`config.mk`:
```
export PLATFORM = sky130hd
export DESIGN_NAME = queue_sched_flat
export DESIGN_NICKNAME = d
export VERILOG_FILES = /design/src/rtl/queue_sched_if.sv /design/src/rtl/queue_sched.sv /design/src/flat_wrapper.sv
export SDC_FILE = /design/constraint.sdc
export NUM_CORES = 1
export LEC_CHECK = 0
export CORE_AREA = 5 5 118 120
export CTS_CLUSTER_DIAMETER = 60
export DETAILED_ROUTE_END_ITERATION = 16
export DIE_AREA = 0 0 123 125
export GPL_ROUTABILITY_DRIVEN = 0
export PLACE_DENSITY = 0.59
export SLEW_MARGIN = 20
export SYNTH_ARGS = -nofsm -noshare
export SYNTH_HDL_FRONTEND = slang
export SYNTH_SLANG_ARGS = --single-unit
```
`constraint.sdc`:
```
create_clock -name clk -period 2.4 [get_ports clk]
set_clock_uncertainty 0.05 [all_clocks]
set_input_delay 0.36 -clock clk [delete_from_list [all_inputs] [get_ports clk]]
set_output_delay 0.36 -clock clk [all_outputs]
set_load 0.02 [all_outputs]
```
`src/rtl/queue_sched_if.sv`:
```
// Requester, consumer, cancel and queue-side signals of queue_sched.
// master = the scheduler, slave = the surrounding requesters, consumer and queue.
interface queue_sched_if #(
    parameter int unsigned DATA_SIZE = 32,
    parameter int unsigned NUM_REQ   = 4,
    parameter int unsigned PTR_WIDTH = 10
);
    logic [NUM_REQ-1:0]           req_valid;
    logic [NUM_REQ*DATA_SIZE-1:0] req_data;
    logic [NUM_REQ-1:0]           req_ready;

    logic                         cancel_valid;
    logic [PTR_WIDTH-1:0]         cancel_index;
    logic                         cancel_ready;

    logic                         deq_valid;
    logic [DATA_SIZE-1:0]         deq_data;
    logic                         deq_ready;

    logic                         q_push_flag;
    logic [DATA_SIZE-1:0]         q_push_data;
    logic                         q_pop_flag;
    logic [DATA_SIZE-1:0]         q_pop_data;
    logic                         q_remove_flag;
    logic [PTR_WIDTH-1:0]         q_remove_index;
    logic                         q_full;
    logic                         q_empty;
    logic                         q_error_time;
    logic                         q_error_rem;

    modport master (
        input  req_valid, req_data, cancel_valid, cancel_index, deq_ready,
               q_pop_data, q_full, q_empty, q_error_time, q_error_rem,
        output req_ready, cancel_ready, deq_valid, deq_data,
               q_push_flag, q_push_data, q_pop_flag, q_remove_flag, q_remove_index
    );

    modport slave (
        output req_valid, req_data, cancel_valid, cancel_index, deq_ready,
               q_pop_data, q_full, q_empty, q_error_time, q_error_rem,
        input  req_ready, cancel_ready, deq_valid, deq_data,
               q_push_flag, q_push_data, q_pop_flag, q_remove_flag, q_remove_index
    );
endinterface

```
`src/rtl/queue_sched.sv`:
```
// Round-robin push arbiter plus pop/cancel slot scheduler in front of a queue.
// Define QUEUE_SCHED_STATS_EN to build the saturating push/pop/fail counters.
module queue_sched #(
    parameter int unsigned DATA_SIZE = 32,
    parameter int unsigned NUM_REQ   = 4,
    parameter int unsigned PTR_WIDTH = 10,
    parameter int unsigned ID_WIDTH  = $clog2(NUM_REQ)
) (
    input  logic                clk,
    input  logic                reset,
    queue_sched_if.master       bus,
    output logic [ID_WIDTH-1:0] grant_id,
    output logic                pop_stall,
    output logic                cancel_fail,
    output logic [15:0]         push_count,
    output logic [15:0]         pop_count,
    output logic [15:0]         fail_count
);
    localparam int unsigned CNT_W = 16;

    typedef enum logic {IDLE = 1'b0, CHECK = 1'b1} state_e;

    state_e              state_q, state_d;
    logic [ID_WIDTH-1:0] rr_ptr_q, rr_ptr_d;
    logic [ID_WIDTH-1:0] grant_id_q, grant_id_d;
    logic                prio_q, prio_d;
    logic                chk_rem_q, chk_rem_d;
    logic                pop_stall_q, pop_stall_d;
    logic                cancel_fail_q, cancel_fail_d;

    logic                grant_any;
    logic [ID_WIDTH-1:0] grant_idx;
    logic [ID_WIDTH-1:0] cand;
    logic                push_fire;
    logic                idle;
    logic                pop_cand;
    logic                cancel_owns;
    logic                pop_fire;
    logic                rem_fire;

    // First requester at or after rr_ptr, wrapping modulo NUM_REQ
    always_comb begin
        grant_any = 1'b0;
        grant_idx = '0;
        cand      = '0;
        for (int unsigned k = 0; k < NUM_REQ; k++) begin
            cand = rr_ptr_q + ID_WIDTH'(k);
            if (!grant_any && bus.req_valid[cand]) begin
                grant_any = 1'b1;
                grant_idx = cand;
            end
        end
    end

    assign push_fire       = grant_any & ~bus.q_full & ~reset;
    assign bus.req_ready   = push_fire ? (NUM_REQ'(1) << grant_idx) : '0;
    assign bus.q_push_flag = push_fire;
    assign bus.q_push_data = bus.req_data[grant_idx*DATA_SIZE +: DATA_SIZE];

    // Pop and cancel share one slot in IDLE; the prio token breaks ties
    assign idle        = (state_q == IDLE);
    assign pop_cand    = idle & ~bus.q_empty & bus.deq_ready;
    assign cancel_owns = idle & bus.cancel_valid & (~pop_cand | prio_q);

    assign bus.deq_valid      = idle & ~bus.q_empty & ~cancel_owns & ~reset;
    assign bus.deq_data       = bus.q_pop_data;
    assign bus.cancel_ready   = cancel_owns & ~reset;
    assign pop_fire           = bus.deq_valid & bus.deq_ready;
    assign rem_fire           = bus.cancel_valid & bus.cancel_ready;
    assign bus.q_pop_flag     = pop_fire;
    assign bus.q_remove_flag  = rem_fire;
    assign bus.q_remove_index = bus.cancel_index;

    always_comb begin
        state_d       = state_q;
        rr_ptr_d      = rr_ptr_q;
        grant_id_d    = grant_id_q;
        prio_d        = prio_q;
        chk_rem_d     = chk_rem_q;
        pop_stall_d   = pop_stall_q;
        cancel_fail_d = 1'b0;

        if (push_fire) begin
            grant_id_d = grant_idx;
            rr_ptr_d   = grant_idx + ID_WIDTH'(1);
        end

        case (state_q)
            IDLE: begin
                if (pop_fire || rem_fire) begin
                    state_d   = CHECK;
                    chk_rem_d = rem_fire;
                    if (pop_cand && bus.cancel_valid) begin
                        prio_d = ~prio_q;
                    end
                end
            end
            CHECK: begin
                state_d = IDLE;
                if (!chk_rem_q && bus.q_error_time) begin
                    pop_stall_d = 1'b1;
                end
                if (chk_rem_q && bus.q_error_rem) begin
                    cancel_fail_d = 1'b1;
                end
            end
            default: state_d = IDLE;
        endcase
    end

    always_ff @(posedge clk) begin
        if (reset) begin
            state_q       <= IDLE;
            rr_ptr_q      <= '0;
            grant_id_q    <= '0;
            prio_q        <= 1'b0;
            chk_rem_q     <= 1'b0;
            pop_stall_q   <= 1'b0;
            cancel_fail_q <= 1'b0;
        end else begin
            state_q       <= state_d;
            rr_ptr_q      <= rr_ptr_d;
            grant_id_q    <= grant_id_d;
            prio_q        <= prio_d;
            chk_rem_q     <= chk_rem_d;
            pop_stall_q   <= pop_stall_d;
            cancel_fail_q <= cancel_fail_d;
        end
    end

    assign grant_id    = grant_id_q;
    assign pop_stall   = pop_stall_q;
    assign cancel_fail = cancel_fail_q;

`ifdef QUEUE_SCHED_STATS_EN
    logic [CNT_W-1:0] push_cnt_q, push_cnt_d;
    logic [CNT_W-1:0] pop_cnt_q, pop_cnt_d;
    logic [CNT_W-1:0] fail_cnt_q, fail_cnt_d;
    logic             err_det;

    assign err_det = (state_q == CHECK) & (chk_rem_q ? bus.q_error_rem : bus.q_error_time);

    // Saturating event counters
    always_comb begin
        push_cnt_d = push_cnt_q;
        pop_cnt_d  = pop_cnt_q;
        fail_cnt_d = fail_cnt_q;
        if (push_fire && (push_cnt_q != '1)) push_cnt_d = push_cnt_q + CNT_W'(1);
        if (pop_fire && (pop_cnt_q != '1))   pop_cnt_d  = pop_cnt_q + CNT_W'(1);
        if (err_det && (fail_cnt_q != '1))   fail_cnt_d = fail_cnt_q + CNT_W'(1);
    end

    always_ff @(posedge clk) begin
        if (reset) begin
            push_cnt_q <= '0;
            pop_cnt_q  <= '0;
            fail_cnt_q <= '0;
        end else begin
            push_cnt_q <= push_cnt_d;
            pop_cnt_q  <= pop_cnt_d;
            fail_cnt_q <= fail_cnt_d;
        end
    end

    assign push_count = push_cnt_q;
    assign pop_count  = pop_cnt_q;
    assign fail_count = fail_cnt_q;
`else
    assign push_count = CNT_W'(0);
    assign pop_count  = CNT_W'(0);
    assign fail_count = CNT_W'(0);
`endif

endmodule

```
`src/flat_wrapper.sv`:
```
// flat-port wrapper written by rule: the top's interface ports become plain ports
module queue_sched_flat 
#(
    parameter int unsigned DATA_SIZE = 32,
    parameter int unsigned NUM_REQ   = 4,
    parameter int unsigned PTR_WIDTH = 10,
    parameter int unsigned ID_WIDTH  = $clog2(NUM_REQ)
)
  (clk, reset, grant_id, pop_stall, cancel_fail, push_count, pop_count, fail_count, bus_req_valid, bus_req_data, bus_cancel_valid, bus_cancel_index, bus_deq_ready, bus_q_pop_data, bus_q_full, bus_q_empty, bus_q_error_time, bus_q_error_rem, bus_req_ready, bus_cancel_ready, bus_deq_valid, bus_deq_data, bus_q_push_flag, bus_q_push_data, bus_q_pop_flag, bus_q_remove_flag, bus_q_remove_index);
  queue_sched_if #(.DATA_SIZE(DATA_SIZE), .NUM_REQ(NUM_REQ), .PTR_WIDTH(PTR_WIDTH)) bus_i ();
  input  logic clk;
  input  logic reset;
  output logic [ID_WIDTH-1:0] grant_id;
  output logic pop_stall;
  output logic cancel_fail;
  output logic [15:0] push_count;
  output logic [15:0] pop_count;
  output logic [15:0] fail_count;
  input wire logic [$bits(bus_i.req_valid)-1:0] bus_req_valid;
  input wire logic [$bits(bus_i.req_data)-1:0] bus_req_data;
  input wire logic [$bits(bus_i.cancel_valid)-1:0] bus_cancel_valid;
  input wire logic [$bits(bus_i.cancel_index)-1:0] bus_cancel_index;
  input wire logic [$bits(bus_i.deq_ready)-1:0] bus_deq_ready;
  input wire logic [$bits(bus_i.q_pop_data)-1:0] bus_q_pop_data;
  input wire logic [$bits(bus_i.q_full)-1:0] bus_q_full;
  input wire logic [$bits(bus_i.q_empty)-1:0] bus_q_empty;
  input wire logic [$bits(bus_i.q_error_time)-1:0] bus_q_error_time;
  input wire logic [$bits(bus_i.q_error_rem)-1:0] bus_q_error_rem;
  output wire logic [$bits(bus_i.req_ready)-1:0] bus_req_ready;
  output wire logic [$bits(bus_i.cancel_ready)-1:0] bus_cancel_ready;
  output wire logic [$bits(bus_i.deq_valid)-1:0] bus_deq_valid;
  output wire logic [$bits(bus_i.deq_data)-1:0] bus_deq_data;
  output wire logic [$bits(bus_i.q_push_flag)-1:0] bus_q_push_flag;
  output wire logic [$bits(bus_i.q_push_data)-1:0] bus_q_push_data;
  output wire logic [$bits(bus_i.q_pop_flag)-1:0] bus_q_pop_flag;
  output wire logic [$bits(bus_i.q_remove_flag)-1:0] bus_q_remove_flag;
  output wire logic [$bits(bus_i.q_remove_index)-1:0] bus_q_remove_index;
  assign bus_i.req_valid = bus_req_valid;
  assign bus_i.req_data = bus_req_data;
  assign bus_i.cancel_valid = bus_cancel_valid;
  assign bus_i.cancel_index = bus_cancel_index;
  assign bus_i.deq_ready = bus_deq_ready;
  assign bus_i.q_pop_data = bus_q_pop_data;
  assign bus_i.q_full = bus_q_full;
  assign bus_i.q_empty = bus_q_empty;
  assign bus_i.q_error_time = bus_q_error_time;
  assign bus_i.q_error_rem = bus_q_error_rem;
  assign bus_req_ready = bus_i.req_ready;
  assign bus_cancel_ready = bus_i.cancel_ready;
  assign bus_deq_valid = bus_i.deq_valid;
  assign bus_deq_data = bus_i.deq_data;
  assign bus_q_push_flag = bus_i.q_push_flag;
  assign bus_q_push_data = bus_i.q_push_data;
  assign bus_q_pop_flag = bus_i.q_pop_flag;
  assign bus_q_remove_flag = bus_i.q_remove_flag;
  assign bus_q_remove_index = bus_i.q_remove_index;
  queue_sched #(.DATA_SIZE(DATA_SIZE), .NUM_REQ(NUM_REQ), .PTR_WIDTH(PTR_WIDTH), .ID_WIDTH(ID_WIDTH)) u_core (.clk(clk), .reset(reset), .bus(bus_i), .grant_id(grant_id), .pop_stall(pop_stall), .cancel_fail(cancel_fail), .push_count(push_count), .pop_count(pop_count), .fail_count(fail_count));
endmodule
```
==> results.md, run 1 <==
* Ant diodes at 0
* Worst R2R Start: u_core.rr_ptr_q[0]
* Max Slew Vio Count at 0
* Placed Cells at 589
* Clk buf depth at 2
* Commonest cells after routing, fill and taps aside: clkdlybuf4s50_1, mux2i_1, conb_1
* Pin count of the biggest net entering global routing at 15
* CTS clk-pin slew, worst paths at 0.04 ns
* Port Buffers at 184
* Critical Path AT at 1.90 ns
* WL final at 8990 µm
* WL/cell at 14.7 µm
* WP buf/inv at 5
* Worst r2r path cells at 8
* Vias in the first global route at 2478
* Die span in x at 123 µm
* Crit end category: output port
* Die area at 15400 µm²
* P_leak at 0.00188 µW
* IO Count at 317
* Worst-Margin Slew at 0.526 ns
* WP data required at 1.99 ns
* Final setup TNS at 0 ns
* Worst-Skew Late Latency at 0.23 ns
* Hpwl dp at 7280 µm
* Area of placed instances at 3990 µm²
* Sequential element share of the synthesized area at 7.74%
* Switch share at 38.8%
* Avg Cell Area, Syn at 8.89 µm²
* Final setup viols at 0
* DR vias/cell at 3.79
* Worst Hold Path Cells at 2
* Synth Register Bits at 9
* Critical path launch point: u_core.rr_ptr_q[0]
* Synth top area share at 43.0%
* Final non-filler cell total at 611
* Commonest non-fill, non-tap cell in the layout: clkdlybuf4s50_1
* TritonRoute pass-1 iters at 4
* Share of post-route cells with drive strength above 1 at 23.4%
* Status: finished clean
* Max_slew headroom at 64.8%
* Synth warn at 0
* Area leader, netlist: mux2i_1
* Final ANT Viol Nets at 0
* Vias at 2314
* H-tree Lvls at 1
* Slowest CP cell: dfxtp_1
* First-pass GRT wire length at 12800 µm
* CP delay by family, top: buffers and inverters
* Grt total ovfl at 0
* DRT iter0 DRCs at 57
* R2R setup slack at 0.64 ns
* Post-CTS Hold Fix Bufs at 0
* CP max stage delay at 0.34 ns
* Core box area at 12900 µm²
* Die Y at 125 µm
* CTS root buf: clkbuf_16
* Psw at 691 µW
* Max rail drop VDD at 0.000222 V
* Pwr Density at 421 nW/µm²
* Reg2reg end: u_core.rr_ptr_q[1]
* CP Cell Sequence: inv_2, a21oi_4, a2bb2oi_4, buf_4, buf_12, buf_4, mux2i_1, mux2i_1, buf_2
* Initial core utilization at 18.1%
* Nets@finish at 622
* Initial antenna violation count at 0
* Total track usage at 10.5%
* Design area at 4240 µm²
* Cells after Synth at 262
* Final Hold Viols at 0
* Worst Setup Start Kind: register
* Drt drc at 0
* Max cap viols at 0
* Clock sinks at 9
* Fill cells at 1374
* CTS tree: done
* Yosys cell types at 31
* Final WS setup at 0.0941 ns
* Max Fclk at 434 MHz
* Pint at 1090 µW
* Layout overhead on the synthesized area at 82.2%
* Post-synthesis cell area at 2330 µm²
* Final worst path period need at 2.31 ns
* Tcrit/Tclk final at 96.1%
* Crit Path Class: reg2out
* Row cnt at 42
* Worst Hold Path EP: u_core.pop_stall
* Worst Hold Launch: u_core.pop_stall
* Worst Hold Class: reg2reg
* Crit Path Max Fanout at 12
* Worst slack, placed at -0.604 ns
* Combinational Power Share at 73.7%
* Top cells by area, synth: mux2i_1, buf_4, dfxtp_1
* Seq pwr share at 9.8%
* Clock network power share at 16.5%
* Total CTS buffers at 3
-- synthesized netlist by cell type --
master	number
buf_8	1
buf_6	2
a21oi_2	1
ha_1	4
a211oi_1	1
and2_1	4
o21ai_0	1
nor3_2	1
a211oi_2	1
clkbuf_1	2
conb_1	1
nand2_1	2
a21oi_1	3
xnor2_1	1
nor3_1	3
a2bb2oi_4	1
a31oi_1	1
clkbuf_4	2
buf_12	3
nor3b_1	1
nor4_1	4
inv_1	4
nand3b_2	1
buf_4	93
mux2i_1	100
nand2b_1	1
o31a_1	1
nor2_1	10
a2111oi_0	1
inv_2	2
dfxtp_1	9
-- per-stage QoR --
| stage | total power (µW) | util, % | hold WS, ns |
|---|---|---|---|
| floorplan | 1000 | - | 0.382 |
| global placement | 1420 | 31.0 | 0.398 |
| detailed placement | 1430 | 31.0 | 0.415 |
| CTS | 1810 | 33.4 | 0.424 |
| global route | 1890 | 32.9 | 0.442 |
| finish | 1780 | 32.9 | 0.426 |
-- per-layer routing --
metal	up-vias	track usage, %	share of wire, %
li1	1116	-	-
met1	1039	10.7	34
met2	131	20.1	52
met3	28	2.71	11
met4	0	3.65	3.2
met5	-	0	0
-- cell families (layout without fill, tap and decap cells) --
group	Yosys count	in the layout	synth area share [%]
other	1	48	0.161
adders and majority gates	4	4	2.15
and+or+nand+nor	27	27	6.23
DFF	9	9	7.74
AOI/OAI and AO/OA	11	11	4.25
buffers and inverters	109	235	36.1
muxes	100	100	43.0
xor gates and xnor gates	1	1	0.376
-- registers in the layout, summed over array words and instances, names as in the netlist --
signal	count
u_core.cancel_fail	1
u_core.prio_q	1
u_core.pop_stall	1
u_core.state_q	1
u_core.grant_id	2
u_core.rr_ptr_q	2
u_core.chk_rem_q	1
-- area by class of cell --
class	instances	area, µm²	share of cell area, %
flip-flops and latches	9	181	4.28
clock buffers	4	78.8	1.86
multi-input cells	191	1590	37.4
well taps	176	220	5.19
inverters	6	22.5	0.531
repair buffers	225	2150	50.7
-- tightest hold or removal path, delay by kind of cell (launching register included) --
kind	cells	cell delay, ns
flops	1	0.32
compound gates	1	0.05
simple gates	1	0.07
-- power by group through the flow --
stage / clock [µW] / combinational, µW / sequential (µW)
after floorplan: 0 / 825 / 177
after global placement: 0 / 1240 / 174
after detailed placement: 0 / 1250 / 175
after CTS: 302 / 1340 / 173
after global routing: 308 / 1410 / 175
final: 295 / 1310 / 174
-- what timing repair did --
| item | CTS | global route |
|---|---|---|
| setup buffers | 8 | 7 |
| hold endpoints to repair | 0 | 0 |
| gates resized for setup | 141 | 36 |
| cloned | 3 | 0 |
| endpoints found under the setup margin | 40 | 37 |
| pin swaps | 3 | 4 |
-- worst max-delay path by stage --
| stage | to | depth (start not counted) |
|---|---|---|
| after floorplan | bus_q_pop_flag | 2 |
| after global placement | bus_req_ready[2] | 9 |
| after detailed placement | bus_q_push_data[15] | 8 |
| after CTS | bus_q_push_data[28] | 8 |
| after global routing | bus_q_push_data[1] | 8 |
| final | bus_q_push_data[25] | 9 |
No activity file was read; power rests on OpenSTA's default activity.
==> run 2, diff against run 1 <==
--- a/config.mk
+++ b/config.mk
@@ -15,3 +15,4 @@
 export SYNTH_ARGS = -nofsm -noshare
 export SYNTH_HDL_FRONTEND = slang
 export SYNTH_SLANG_ARGS = --single-unit
+export TNS_END_PERCENT = 30
==> run 2 against run 1 <==
Net effect: flip-flop and latch count stayed put; critical path depth stayed put; sequential power hardly changed; maximum frequency is 1.7% lower; core utilization is 0.20 points lower; register-to-register slack hardly changed; total power is 0.86% lower; largest cell class unchanged; largest power group unchanged; highest routed layer unchanged.
==> results.md, run 2 (synthesized netlist as in run 1, its figures left out) <==
* P_leak at 0.00187 µW (-0.17%)
* First-pass GRT wire length at 12800 µm (-0.11%)
* Critical Path AT at 1.94 ns (+0.04 ns)
* Area of placed instances at 3990 µm² (unchanged)
* Final setup viols at 0 (unchanged)
* Final ANT Viol Nets at 0 (unchanged)
* CTS tree: done
* DR vias/cell at 3.78 (-0.22%)
* Power Total at 1770 µW (-0.86%)
* Grt total ovfl at 0 (unchanged)
* Max_slew headroom at 65.7% (+0.92 points)
* Die area at 15400 µm² (unchanged)
* Post-CTS Hold Fix Bufs at 0 (unchanged)
* Worst Hold Launch: u_core.pop_stall
* Share of post-route cells with drive strength above 1 at 22.8% (-0.69 points)
* Hpwl dp at 7280 µm (unchanged)
* Worst-Margin Slew at 0.512 ns (-0.0138 ns)
* Worst Hold Path Cells at 2 (unchanged)
* Multi-input gate area in the final layout at 1570 µm² (-1.0%)
* TritonRoute pass-1 iters at 4 (unchanged)
* Fill cells at 1381 (+0.51%)
* CTS clk-pin slew, worst paths at 0.04 ns (about the same)
* Unrepaired setup endpoints after global routing: yes
* WL final at 8960 µm (-0.40%)
* Port Buffers at 184 (unchanged)
* Max Fclk at 426 MHz (-1.7%)
* Crit end category: output port
* Worst Setup Start Kind: input port
* Commonest cells after routing, fill and taps aside: clkdlybuf4s50_1, mux2i_1, conb_1
* Fin Hold WS at 0.423 ns (-0.00207 ns)
* Pin count of the biggest net entering global routing at 15 (unchanged)
* Final Hold Viols at 0 (unchanged)
* Max rail drop VDD at 0.000222 V (-0.16%)
* WP data required at 1.99 ns (about the same)
* Final setup TNS at 0 ns (unchanged)
* Vias in the first global route at 2475 (-0.12%)
* Pwr Density at 420 nW/µm² (-0.25%)
* Clock sinks at 9 (unchanged)
* Row cnt at 42 (unchanged)
* Core box area at 12900 µm² (unchanged)
* Fin util at 32.7% (-0.20 points)
* Worst Hold Class: reg2reg
* Total track usage at 10.5% (about the same)
* Worst-Skew Late Latency at 0.23 ns (about the same)
* WL/cell at 14.7 µm (-0.40%)
* Clk buf depth at 2 (unchanged)
* Total CTS buffers at 3 (unchanged)
* Die Y at 125 µm (unchanged)
* Vias at 2309 (-0.22%)
* Reg2reg end: u_core.rr_ptr_q[1]
* Worst Hold Path EP: u_core.pop_stall
* Die span in x at 123 µm (unchanged)
* Final worst path period need at 2.35 ns (+0.0401 ns)
* Initial core utilization at 18.1% (unchanged)
* Ant diodes at 0 (unchanged)
* Crit Path Max Fanout at 8 (-4)
* Register Area at 181 µm² (unchanged)
* Tcrit/Tclk final at 97.8% (+1.7 points)
* Nets@finish at 622 (unchanged)
* CTS root buf: clkbuf_16
* Commonest non-fill, non-tap cell in the layout: clkdlybuf4s50_1
* Max Slew Vio Count at 0 (unchanged)
* Crit Path Class: in2out
* Layout overhead on the synthesized area at 81.0%
* Worst r2r path cells at 8 (unchanged)
* Initial antenna violation count at 0 (unchanged)
* Design area at 4220 µm² (-0.62%)
* Status: finished clean
* R2R setup slack at 0.64 ns (about the same)
* Max cap viols at 0 (unchanged)
* DRT iter0 DRCs at 64 (+12%)
* H-tree Lvls at 1 (unchanged)
* Drt drc at 0 (unchanged)
* Worst R2R Start: u_core.rr_ptr_q[0]
* IO Count at 317 (unchanged)
## run 2: per-stage QoR
| step | instances | setup slack (ns) |
|---|---|---|
| final | 611 | 0.0540 |
| after global routing | 611 | -0.0605 |
| after CTS | 604 | -0.0156 |
| after detailed placement | 589 | -0.604 |
| after global placement | 589 | -0.554 |
| after floorplan | 309 | 0.319 |
## run 2: worst max-delay path by stage
stage	startpoint	end	slack, ns	cells after the start
after floorplan	bus_q_empty	bus_q_pop_flag	0.32	2
after global placement	bus_req_valid[1]	bus_req_ready[2]	-0.55	9
after detailed placement	bus_req_valid[1]	bus_q_push_data[15]	-0.60	8
after CTS	u_core.rr_ptr_q[0]	bus_q_push_data[1]	-0.02	8
after global routing	bus_req_valid[0]	bus_q_push_data[3]	-0.06	9
final	bus_req_valid[0]	bus_q_push_data[3]	0.05	9
## run 2: critical path, stage by stage
cell,delay (ns)
dlygate4sd2_1,0.28
a21oi_2,0.20
a2bb2oi_4,0.15
buf_4,0.15
buf_12,0.14
buf_12,0.12
mux2i_1,0.17
mux2i_1,0.09
clkdlybuf4s15_2,0.26
## run 2: power by group
group,internal (µW),switching (µW)
registers,162,11.4
clock network,222,72.8
logic,698,602
## run 2: layout make-up
class / count / share of cell area [%]
sequential: 9 / 4.30
tap: 176 / 5.22
inverter: 6 / 0.534
clock buffer: 4 / 1.87
timing repair buffer: 225 / 50.8
multi-input combinational: 191 / 37.3
## run 2: metal layers
layer	vias to the layer above	wire (µm)	part of all wire [%]	track usage (%)
met2	135	4690	52	20.1
li1	1119	-	-	-
met4	0	292	3.3	3.65
met5	-	0	0	0
met3	28	965	11	2.71
met1	1027	3010	34	10.7
## run 2: timing repair
action | 4_1_cts | 5_1_grt
setup buffers | 8 | 7
gates resized for setup | 139 | 30
gates cloned | 3 | 0
pin swaps | 3 | 3
setup endpoints to repair | 40 | 37
==> run 3, diff against run 2 <==
--- a/config.mk
+++ b/config.mk
@@ -5,12 +5,13 @@
 export SDC_FILE = /design/constraint.sdc
 export NUM_CORES = 1
 export LEC_CHECK = 0
-export CORE_AREA = 5 5 118 120
+export ABC_AREA = 1
+export CORE_AREA = 5 5 121 123
 export CTS_CLUSTER_DIAMETER = 60
 export DETAILED_ROUTE_END_ITERATION = 16
-export DIE_AREA = 0 0 123 125
+export DIE_AREA = 0 0 126 128
 export GPL_ROUTABILITY_DRIVEN = 0
-export PLACE_DENSITY = 0.59
+export PLACE_DENSITY = 0.64
 export SLEW_MARGIN = 20
 export SYNTH_ARGS = -nofsm -noshare
 export SYNTH_HDL_FRONTEND = slang
==> constraint.sdc (replaced) <==
create_clock -name clk -period 2.7 [get_ports clk]
set_clock_uncertainty 0.05 [all_clocks]
set_input_delay 0.405 -clock clk [delete_from_list [all_inputs] [get_ports clk]]
set_output_delay 0.405 -clock clk [all_outputs]
set_load 0.02 [all_outputs]
==> run 3 against run 2 <==
Net effect: die area up 4.9%; cell count up 54%; cell area up 26%; via count up 73%; critical path depth up 5; core utilization up 6.6 points; first-iteration DRC count rose to 2.8 times the previous value; sequential share of layout area down 0.83 points; clock power down 9.5%; combinational power rose to 3.7 times the previous value; synthesized area up 39%; critical path type is now reg2out; largest power group unchanged; highest routed layer unchanged.
==> results.md, run 3 <==
* Status: finished clean
* Die span in x at 126 µm (+2.4%)
* Post-synthesis mux area share at 0% (-43 points)
* Total CTS buffers at 3 (unchanged)
* WL final at 12300 µm (+37%)
* Most common cell in the synthesized netlist: inv_1
* Critical Path AT at 2.14 ns (+0.20 ns)
* Max Fclk at 386 MHz
* Die Y at 128 µm (+2.4%)
* Fin util at 39.3% (+6.6 points)
* Worst r2r path cells at 14 (+6)
* Pint at 2500 µW (+130%)
* Top sig layer: met4
* Crit Path Class: reg2out
* Synth warn at 0 (unchanged)
* Yosys cell types at 25 (-19%)
* Layout overhead on the synthesized area at 64.2%
* Vias at 4000 (+73%)
* Post-synth top cells: inv_1, nand2_1, buf_4
* Pwr Density at 991 nW/µm² (+140%)
* Row cnt at 43 (+2.4%)
* CTS tree: done
* Synth Register Bits at 9 (unchanged)
* Seq pwr share at 3.3% (-6.5 points)
* Async S/R FF share, synth at 0% (unchanged)
* Final ANT Viol Nets at 0 (unchanged)
* Worst Hold Class: reg2reg
* IO Count at 317 (unchanged)
* Metal3 WL at 1180 µm (+22%)
* Grt total ovfl at 0 (unchanged)
* WL/cell at 13.0 µm (-11%)
* Worst-Skew Late Latency at 0.24 ns (about the same)
* Max Slew Vio Count at 0 (unchanged)
* Final setup viols at 0 (unchanged)
* Final Hold Viols at 0 (unchanged)
* Die area at 16100 µm² (+4.9%)
* Fin Hold WS at 0.392 ns (-0.0317 ns)
* Reg2reg end: u_core.rr_ptr_q[1]
* First-pass GRT wire length at 16900 µm (+32%)
* Worst Hold Path EP: u_core.pop_stall
* Met2 wire length at 5840 µm (+25%)
* Ys flop type: dfxtp_1
* Clock network power share at 5.1% (-12 points)
* Core box area at 13600 µm² (+5.3%)
* Nets@finish at 947 (+52%)
* Sequential element share of the synthesized area at 5.55% (-2.2 points)
* Hpwl dp at 9070 µm (+25%)
* Max rail drop VDD at 0.000529 V (+140%)
* Post-Synth Adder-Cell Area at 1.54% (-0.61 points)
* DRT iter0 DRCs at 176 (+180%)
* Synth Area in Compound Gates at 1.27% (-3.0 points)
* Crit end category: output port
* Clk buf depth at 2 (unchanged)
* CTS root buf: clkbuf_16
* Final worst path period need at 2.59 ns
* Design area at 5330 µm² (+26%)
* Switch share at 52.7% (+14 points)
* Drt drc at 0 (unchanged)
* Critical path launch point: u_core.rr_ptr_q[0]
* Total track usage at 12.4% (+2.0 points)
* H-tree Lvls at 1 (unchanged)
* Port Buffers at 184 (unchanged)
* CTS clk-pin slew, worst paths at 0.04 ns (about the same)
* R2R setup slack at 0.71 ns (+0.07 ns)
* P_leak at 0.00299 µW (+60%)
* Vias in the first global route at 3481 (+41%)
* Commonest cells after routing, fill and taps aside: inv_1, clkdlybuf4s50_1, nand2_1
* Worst Hold Path Cells at 2 (unchanged)
* Largest family of logic cells by synthesized area: simple AND/OR/NAND/NOR gates
* Ant diodes at 0 (unchanged)
* Share of post-route cells with drive strength above 1 at 17.2% (-5.5 points)
* WP data required at 2.25 ns (+0.26 ns)
* Initial antenna violation count at 0 (unchanged)
* Worst Hold Launch: u_core.pop_stall
* Initial core utilization at 23.9% (+5.9 points)
* Top cells by area, synth: buf_4, inv_1, nand2_1
* TritonRoute pass-1 iters at 4 (unchanged)
* Post-synthesis cell area at 3250 µm² (+39%)
* Crit Path Max Fanout at 9 (+1)
* Pin count of the biggest net entering global routing at 37 (+22)
* Psw at 2780 µW (+310%)
* Commonest non-fill, non-tap cell in the layout: inv_1
* Clock sinks at 9 (unchanged)
* DR vias/cell at 4.26 (+13%)
* Number of synthesized flops with an enable pin at 0 (unchanged)
* Area of placed instances at 4950 µm² (+24%)
* Post-Synth Simple-Gate Area at 45.8% (+40 points)
* Max cap viols at 0 (unchanged)
* Power Total at 5280 µW (+200%)
* Fill cells at 1467 (+6.2%)
* Post-Synth XOR/XNOR Area at 0% (-0.38 points)
* Cells after Synth at 603 (+130%)
* Combinational Power Share at 91.6% (+18 points)
* Synth top area share at 22.2% (-21 points)
* Wl on met1 at 4930 µm (+64%)
* Avg Cell Area, Syn at 5.38 µm² (-39%)
* Area leader, netlist: buf_4
* Tcrit/Tclk final at 95.9%
* Worst Setup Start Kind: register
* Worst R2R Start: u_core.rr_ptr_q[0]
## run 3: cell count changes in the layout (fill, tap and decap cells not counted), sizes merged, moves of 7 or more
cell and delta:
inv +149, clkdlybuf4s15 +7, nand4 +66, mux2i -100
nand2 +141, nand3 +80
## run 3: power groups by stage
| stage | clock network [µW] | registers, µW | logic, µW |
|---|---|---|---|
| final | 267 | 176 | 4840 |
| after global routing | 277 | 180 | 5270 |
| after CTS | 271 | 172 | 4240 |
| after detailed placement | 0 | 174 | 4460 |
| after global placement | 0 | 174 | 4460 |
| after floorplan | 0 | 186 | 2680 |
## run 3: final cells by class
cell class	instances	area, µm²	area share [%]
clock buffers	4	78.8	1.48
well taps	180	225	4.23
multi-input cells	360	1840	34.6
inverters	155	594	11.2
repair buffers	232	2400	45.1
flip-flops and latches	9	185	3.47
## run 3: layer usage
layer	vias to the layer above	track usage [%]
met5	-	0
met3	27	3.29
met1	1736	15.7
met4	0	3.72
li1	2031	-
met2	206	20.8
## run 3: how the worst max path moves through the flow
stage	end
after global routing	bus_req_ready[2]
after CTS	bus_q_push_data[9]
after floorplan	bus_req_ready[1]
after detailed placement	bus_req_ready[3]
final	bus_q_push_data[2]
after global placement	bus_req_ready[1]
## run 3: kinds of logic after synthesis
logic type,Yosys count
adder cells (fa/ha/maj),4
flip-flops,9
AO/OA/AOI/OAI,7
buffers and inverters,281
AND/OR/NAND/NOR,301
other,1
## run 3: stage by stage
step / TNS [ns] / worst slack (ns) / std cells
6_report: 0 / 0.110 / 940
5_1_grt: -0.00321 / -0.00321 / 940
4_1_cts: -1.12 / -0.134 / 926
3_5_place_dp: -15.96 / -0.478 / 922
3_3_place_gp: -15.06 / -0.461 / 922
2_1_floorplan: 0 / 0.424 / 650
## run 3: worst max-delay path, stage by stage, from the launching register on
cell and delay [ns]:
dfxtp_4 0.36, buf_6 0.13, nand2_1 0.09, nand3_2 0.12
nand2_4 0.08, inv_2 0.09, nand2_2 0.07, nand2_4 0.09
nand3_4 0.11, buf_12 0.16, clkbuf_16 0.15, nand2_1 0.05
nand3_1 0.08, nand2_1 0.07, clkdlybuf4s15_2 0.25
## run 3: repair_timing
action | 4_1_cts | 5_1_grt
pin swaps | 0 | 11
setup buffers | 0 | 7
resized for setup | 135 | 58
hold buffers | 0 | 0
setup endpoints to repair | 37 | 37
gates cloned | 0 | 7
==> RTL edit 1, RTL diff (flow settings as in run 1) <==
Build with the macro `QUEUE_SCHED_STATS_EN` defined.
--- a/src/rtl/queue_sched.sv
+++ b/src/rtl/queue_sched.sv
@@ -2,2 +2,4 @@
 // Define QUEUE_SCHED_STATS_EN to build the saturating push/pop/fail counters.
+`define QUEUE_SCHED_STATS_EN
+
 module queue_sched #(
Formal check against the unedited RTL: not equivalent (a bounded check fails within 4 cycles, from zero or initial values and one cycle with reset high).
==> RTL edit 1 against run 1 <==
  * The run now ends with negative setup slack left
  * Synthesized area rose by 84%
  * Combinational power rose by 26%
  * Design area rose by 80%
  * Largest power group unchanged
  * Wire length rose by 96%
  * Setup slack got worse by 0.24 ns
  * Synthesized cell count rose by 83%
  * Power rose by 130%
  * Highest routed layer is now met5
  * Sequential cell count rose by 48
  * Worst hold slack got worse by 0.012 ns
==> RTL edit 1: results (changes against run 1) <==
.. list-table::
   :header-rows: 1

   * - Metric
     - Value
   * - Result of the run
     - complete, but fails checks
   * - Violated checks
     - negative setup slack
   * - Clock buffers created by TritonCTS
     - 9 (+6)
   * - Final setup violation count
     - 31 (+31)
   * - Pre-antenna DRT Iters
     - 5 (+1)
   * - Fraction of synthesized area in multiplexers
     - 24.3% (-19 points)
   * - Worst EP arrival
     - 2.13 ns (+0.23 ns)
   * - Worst hold path type
     - input pin to flip-flop
   * - Most numerous cell types in the synthesized netlist
     - sky130_fd_sc_hd__mux2i_1 (103), sky130_fd_sc_hd__dfxtp_1 (57), sky130_fd_sc_hd__nor2_1 (50)
   * - Fill count
     - 1,179 (-14%)
   * - Leading post-synthesis cells by cell area
     - sky130_fd_sc_hd__dfxtp_1 (27%), sky130_fd_sc_hd__mux2i_1 (24%), sky130_fd_sc_hd__buf_4 (7.9%)
   * - Fraction of layout instances using a drive strength above 1
     - 23.7% (+0.25 points)
   * - H-tree levels
     - 3 (+2)
   * - Cell count after placement
     - 870 (+48%)
   * - Share of the synthesized area in the top cell type
     - 26.6% (-16 points)
   * - Largest net degree at the start of global routing
     - 37 (+22)
   * - Number of cells in the finished layout apart from fillers
     - 926 (+52%)
   * - Distinct cell type count of the synthesized netlist
     - 51 (+65%)
   * - Drt total wl
     - 17.6 mm (+96%)
   * - Largest vdd supply drop
     - 333 µV (+50%)
   * - Via count of the first global-routing pass
     - 4,682 (+89%)
   * - Static Leakage
     - 3.08 nW (+64%)
   * - Minimum setup slack in the final design
     - -0.144 ns (-0.238 ns)
   * - Post-Synth XOR/XNOR Area
     - 6.95% (+6.6 points)
   * - Instance count of the mapped netlist
     - 480 (+83%)
   * - Worst hold slack after final layout
     - 0.414 ns (-0.0116 ns)
-- RTL edit 1: where the power goes --
| group | switching, mW | internal (mW) |
|---|---|---|
| registers | 0.0212 | 0.966 |
| logic | 0.691 | 0.954 |
| clock network | 0.473 | 0.916 |
-- RTL edit 1: layer usage --
metal,part of all wire [%],GRT usage [%]
met2,50,38.4
met5,0.074,0
met4,2.9,8.66
met3,7.9,6.78
met1,39,25.3
-- RTL edit 1: worst paths after layout --
path                         from                   end  cells after the start
max reg2reg  u_core.fail_count[0]  u_core.fail_count[1]                      6
max            u_core.rr_ptr_q[1]   bus_q_push_data[21]                     10
min                         reset      u_core.pop_stall                      3
min reg2reg    u_core.grant_id[0]    u_core.grant_id[0]                      2
-- RTL edit 1: what timing repair did --
action | CTS | global route
pin swaps | 3 | 5
resized for setup | 205 | 43
setup buffers | 21 | 14
hold buffers | 0 | 0
setup endpoints to repair | 37 | 40
gates cloned | 3 | 0
-- RTL edit 1: area by class of cell --
class / instances / area share (%)
inverter: 12 / 0.588
tap: 176 / 2.88
timing repair buffer: 313 / 40.7
multi-input combinational: 349 / 36.5
clock inverter: 7 / 1.34
clock buffer: 9 / 2.94
antenna: 3 / 0.0981
sequential: 57 / 14.9
-- RTL edit 1: cells by family (layout without fill, tap and decap cells) --
kind of cell	Yosys count	in the layout
flops	57	57
xor+xnor	34	34
mux	104	104
buf+inv	74	341
other cells	0	3
compound gates	38	38
simple gates	166	166
fa+ha+maj	7	7
-- RTL edit 1: critical path: stages (launching register included) --
cell and delay [ns]:
sky130_fd_sc_hd__dfxtp_2 0.34, sky130_fd_sc_hd__buf_6 0.11, sky130_fd_sc_hd__a21oi_2 0.04, sky130_fd_sc_hd__o21ai_1 0.17
sky130_fd_sc_hd__o2bb2a_4 0.24, sky130_fd_sc_hd__buf_12 0.15, sky130_fd_sc_hd__buf_12 0.14, sky130_fd_sc_hd__buf_12 0.13
sky130_fd_sc_hd__mux2i_4 0.18, sky130_fd_sc_hd__mux2i_4 0.17, sky130_fd_sc_hd__buf_6 0.14
-- RTL edit 1: metrics by stage --
step | cell area (µm²) | worst slack (ns)
2_1_floorplan | 4280 | 0.157
3_3_place_gp | 6750 | -0.730
3_5_place_dp | 6750 | -0.739
4_1_cts | 7380 | -0.188
5_1_grt | 7650 | -0.215
6_report | 7650 | -0.144
==> RTL edit 2, RTL diff (config.mk and constraints of run 1) <==
Without the edit above. `DATA_SIZE` is set to 32 in 3 places; all go to 16.
--- a/src/rtl/queue_sched_if.sv
+++ b/src/rtl/queue_sched_if.sv
@@ -3,3 +3,3 @@
 interface queue_sched_if #(
-    parameter int unsigned DATA_SIZE = 32,
+    parameter int unsigned DATA_SIZE = 16,
     parameter int unsigned NUM_REQ   = 4,
--- a/src/rtl/queue_sched.sv
+++ b/src/rtl/queue_sched.sv
@@ -3,3 +3,3 @@
 module queue_sched #(
-    parameter int unsigned DATA_SIZE = 32,
+    parameter int unsigned DATA_SIZE = 16,
     parameter int unsigned NUM_REQ   = 4,
--- a/src/flat_wrapper.sv
+++ b/src/flat_wrapper.sv
@@ -3,3 +3,3 @@
 #(
-    parameter int unsigned DATA_SIZE = 32,
+    parameter int unsigned DATA_SIZE = 16,
     parameter int unsigned NUM_REQ   = 4,
Interface: changed (resized bus_deq_data, bus_q_pop_data, bus_q_push_data and bus_req_data); port bits go from 317 to 205. The function was not compared with the original's and may differ.
==> RTL edit 2 against run 1 <==
  * Sequential cell count did not move
  * Critical path type unchanged
  * Wire length fell by 42%
  * Setup slack got worse by 0.075 ns
  * Design area fell by 36%
  * Synthesized area fell by 28%
  * Worst hold slack got worse by 0.0037 ns
  * Critical endpoint is now bus_req_ready[2]
  * Cell count fell by 24%
  * Sequential share of layout area rose by 2.4 points
  * Via count fell by 34%
  * Power fell by 35%
==> RTL edit 2: results (changes against run 1) <==
.. list-table::
   :header-rows: 1

   * - Metric
     - Value
   * - Result of the run
     - finished clean
   * - Global route overflow
     - 0 (unchanged)
   * - Clock tree buffer depth
     - 2 (unchanged)
   * - Worst hold path type
     - flip-flop to flip-flop
   * - Pre-antenna DRT Iters
     - 4 (unchanged)
   * - Number of DRC markers in iteration 0
     - 14 (-75%)
   * - Number of warnings issued by yosys
     - 0 (unchanged)
   * - Peak per-stage delay on the critical path
     - 0.36 ns (+0.02 ns)
   * - FF-to-FF setup slack
     - 0.67 ns (+0.03 ns)
   * - Net count of the finished layout
     - 395 (-36%)
   * - Slowest cell on the critical path
     - sky130_fd_sc_hd__dfxtp_1
   * - Largest vdd supply drop
     - 186 µV (-16%)
   * - Root Buffer
     - sky130_fd_sc_hd__clkbuf_16
   * - Synth Flop Type
     - sky130_fd_sc_hd__dfxtp_1
   * - Most numerous cell types in the synthesized netlist
     - sky130_fd_sc_hd__buf_4 (74), sky130_fd_sc_hd__mux2i_1 (51), sky130_fd_sc_hd__dfxtp_1 (9)
   * - IO buf count
     - 104 (-43%)
   * - H-tree levels
     - 1 (unchanged)
   * - Clock buffers created by TritonCTS
     - 3 (unchanged)
   * - Leading post-synthesis cells by cell area
     - sky130_fd_sc_hd__buf_4 (33%), sky130_fd_sc_hd__mux2i_1 (30%), sky130_fd_sc_hd__dfxtp_1 (11%)
   * - Fraction of layout instances using a drive strength above 1
     - 19.1% (-4.4 points)
   * - Worst EP arrival
     - 1.97 ns (+0.07 ns)
   * - Vias after detailed routing
     - 1,537 (-34%)
   * - WL/cell
     - 11.2 µm (-24%)
   * - Instance area at placement
     - 2590 µm² (-35%)
   * - Clock latency on the worst-skew pair
     - 0.23 ns (about the same)
   * - Distinct cell type count of the synthesized netlist
     - 28 (-9.7%)
   * - Post-DP HPWL
     - 4.32 mm (-41%)
   * - N_diodes
     - 0 (unchanged)
   * - Static Leakage
     - 1.22 nW (-35%)
   * - Clock transition at the registers of the reported paths
     - 0.04 ns (about the same)
   * - Total Routing Usage GR
     - 5.73% (-4.7 points)
   * - Critical path peak fanout
     - 3 (-9)
   * - Asr flop ratio synth
     - 0% (unchanged)
   * - Sequential-to-total area share from yosys stat
     - 10.7% (+3.0 points)
   * - Wire length of the first global-routing pass
     - 7.25 mm (-43%)
   * - Initial antenna violation count
     - 0 (unchanged)
   * - Largest net degree at the start of global routing
     - 11 (-4)
RTL edit 2: area by class of cell:
class / count / area, µm²
clock buffer: 4 / 78.8
fill: 1434 / 10200
inverter: 9 / 46.3
multi-input combinational: 142 / 1030
sequential: 9 / 180
tap: 176 / 220
timing repair buffer: 123 / 1140
timing repair inverter: 1 / 8.76
RTL edit 2: routing by layer:
metal / vias to the layer above / global-route usage [%] / wire length, µm
li1: 730 / - / -
met1: 674 / 6.02 / 1830
met2: 117 / 10.5 / 2390
met3: 16 / 2.17 / 876
met4: 0 / 1.69 / 104
met5: - / 0 / 0
RTL edit 2: critical path: cells and delay by family (launching register included):
family          cells  cell delay (ns)
simple gates        2             0.42
flops               1             0.36
compound gates      1             0.12
mux                 1             0.25
fa+ha+maj           1             0.18
buf+inv             2             0.41
RTL edit 2: final timing paths:
kind / from / endpoint / depth (start not counted)
max: u_core.rr_ptr_q[1] / bus_req_ready[2] / 7
max reg2reg: u_core.rr_ptr_q[1] / u_core.rr_ptr_q[1] / 8
min: u_core.pop_stall / u_core.pop_stall / 2
min reg2reg: u_core.pop_stall / u_core.pop_stall / 2
RTL edit 2: logic make-up after synthesis:
family | synth area share [%]
other | 0.223
adder cells (fa/ha/maj) | 2.97
XOR/XNOR | 0.520
AND/OR/NAND/NOR | 6.32
AO/OA/AOI/OAI | 8.47
flip-flops | 10.7
multiplexers | 30.3
buffers and inverters | 40.5
RTL edit 2: metrics by stage:
stage	instances	setup WS (ns)	hold WS [ns]	total power [mW]	TNS (ns)
2_1_floorplan	241	0.299	0.382	0.696	0
3_3_place_gp	454	-0.586	0.401	0.864	-10.78
3_5_place_dp	454	-0.706	0.413	0.870	-12.38
4_1_cts	464	0.000554	0.424	1.20	0
5_1_grt	464	-0.0337	0.450	1.24	-0.0938
6_report	464	0.0188	0.422	1.16	0
RTL edit 2: where the power goes:
group | switching, mW | leakage, nW | internal [mW]
registers | 0.0105 | 0.0740 | 0.162
logic | 0.358 | 1.11 | 0.342
clock network | 0.0673 | 0.0382 | 0.222
total | 0.436 | 1.22 | 0.725
RTL edit 2: repair_timing:
item,4_1_cts,5_1_grt
pin swaps,3,2
gates resized for setup,84,18
setup buffers,4,1
cloned,2,0
setup endpoints to repair,23,22
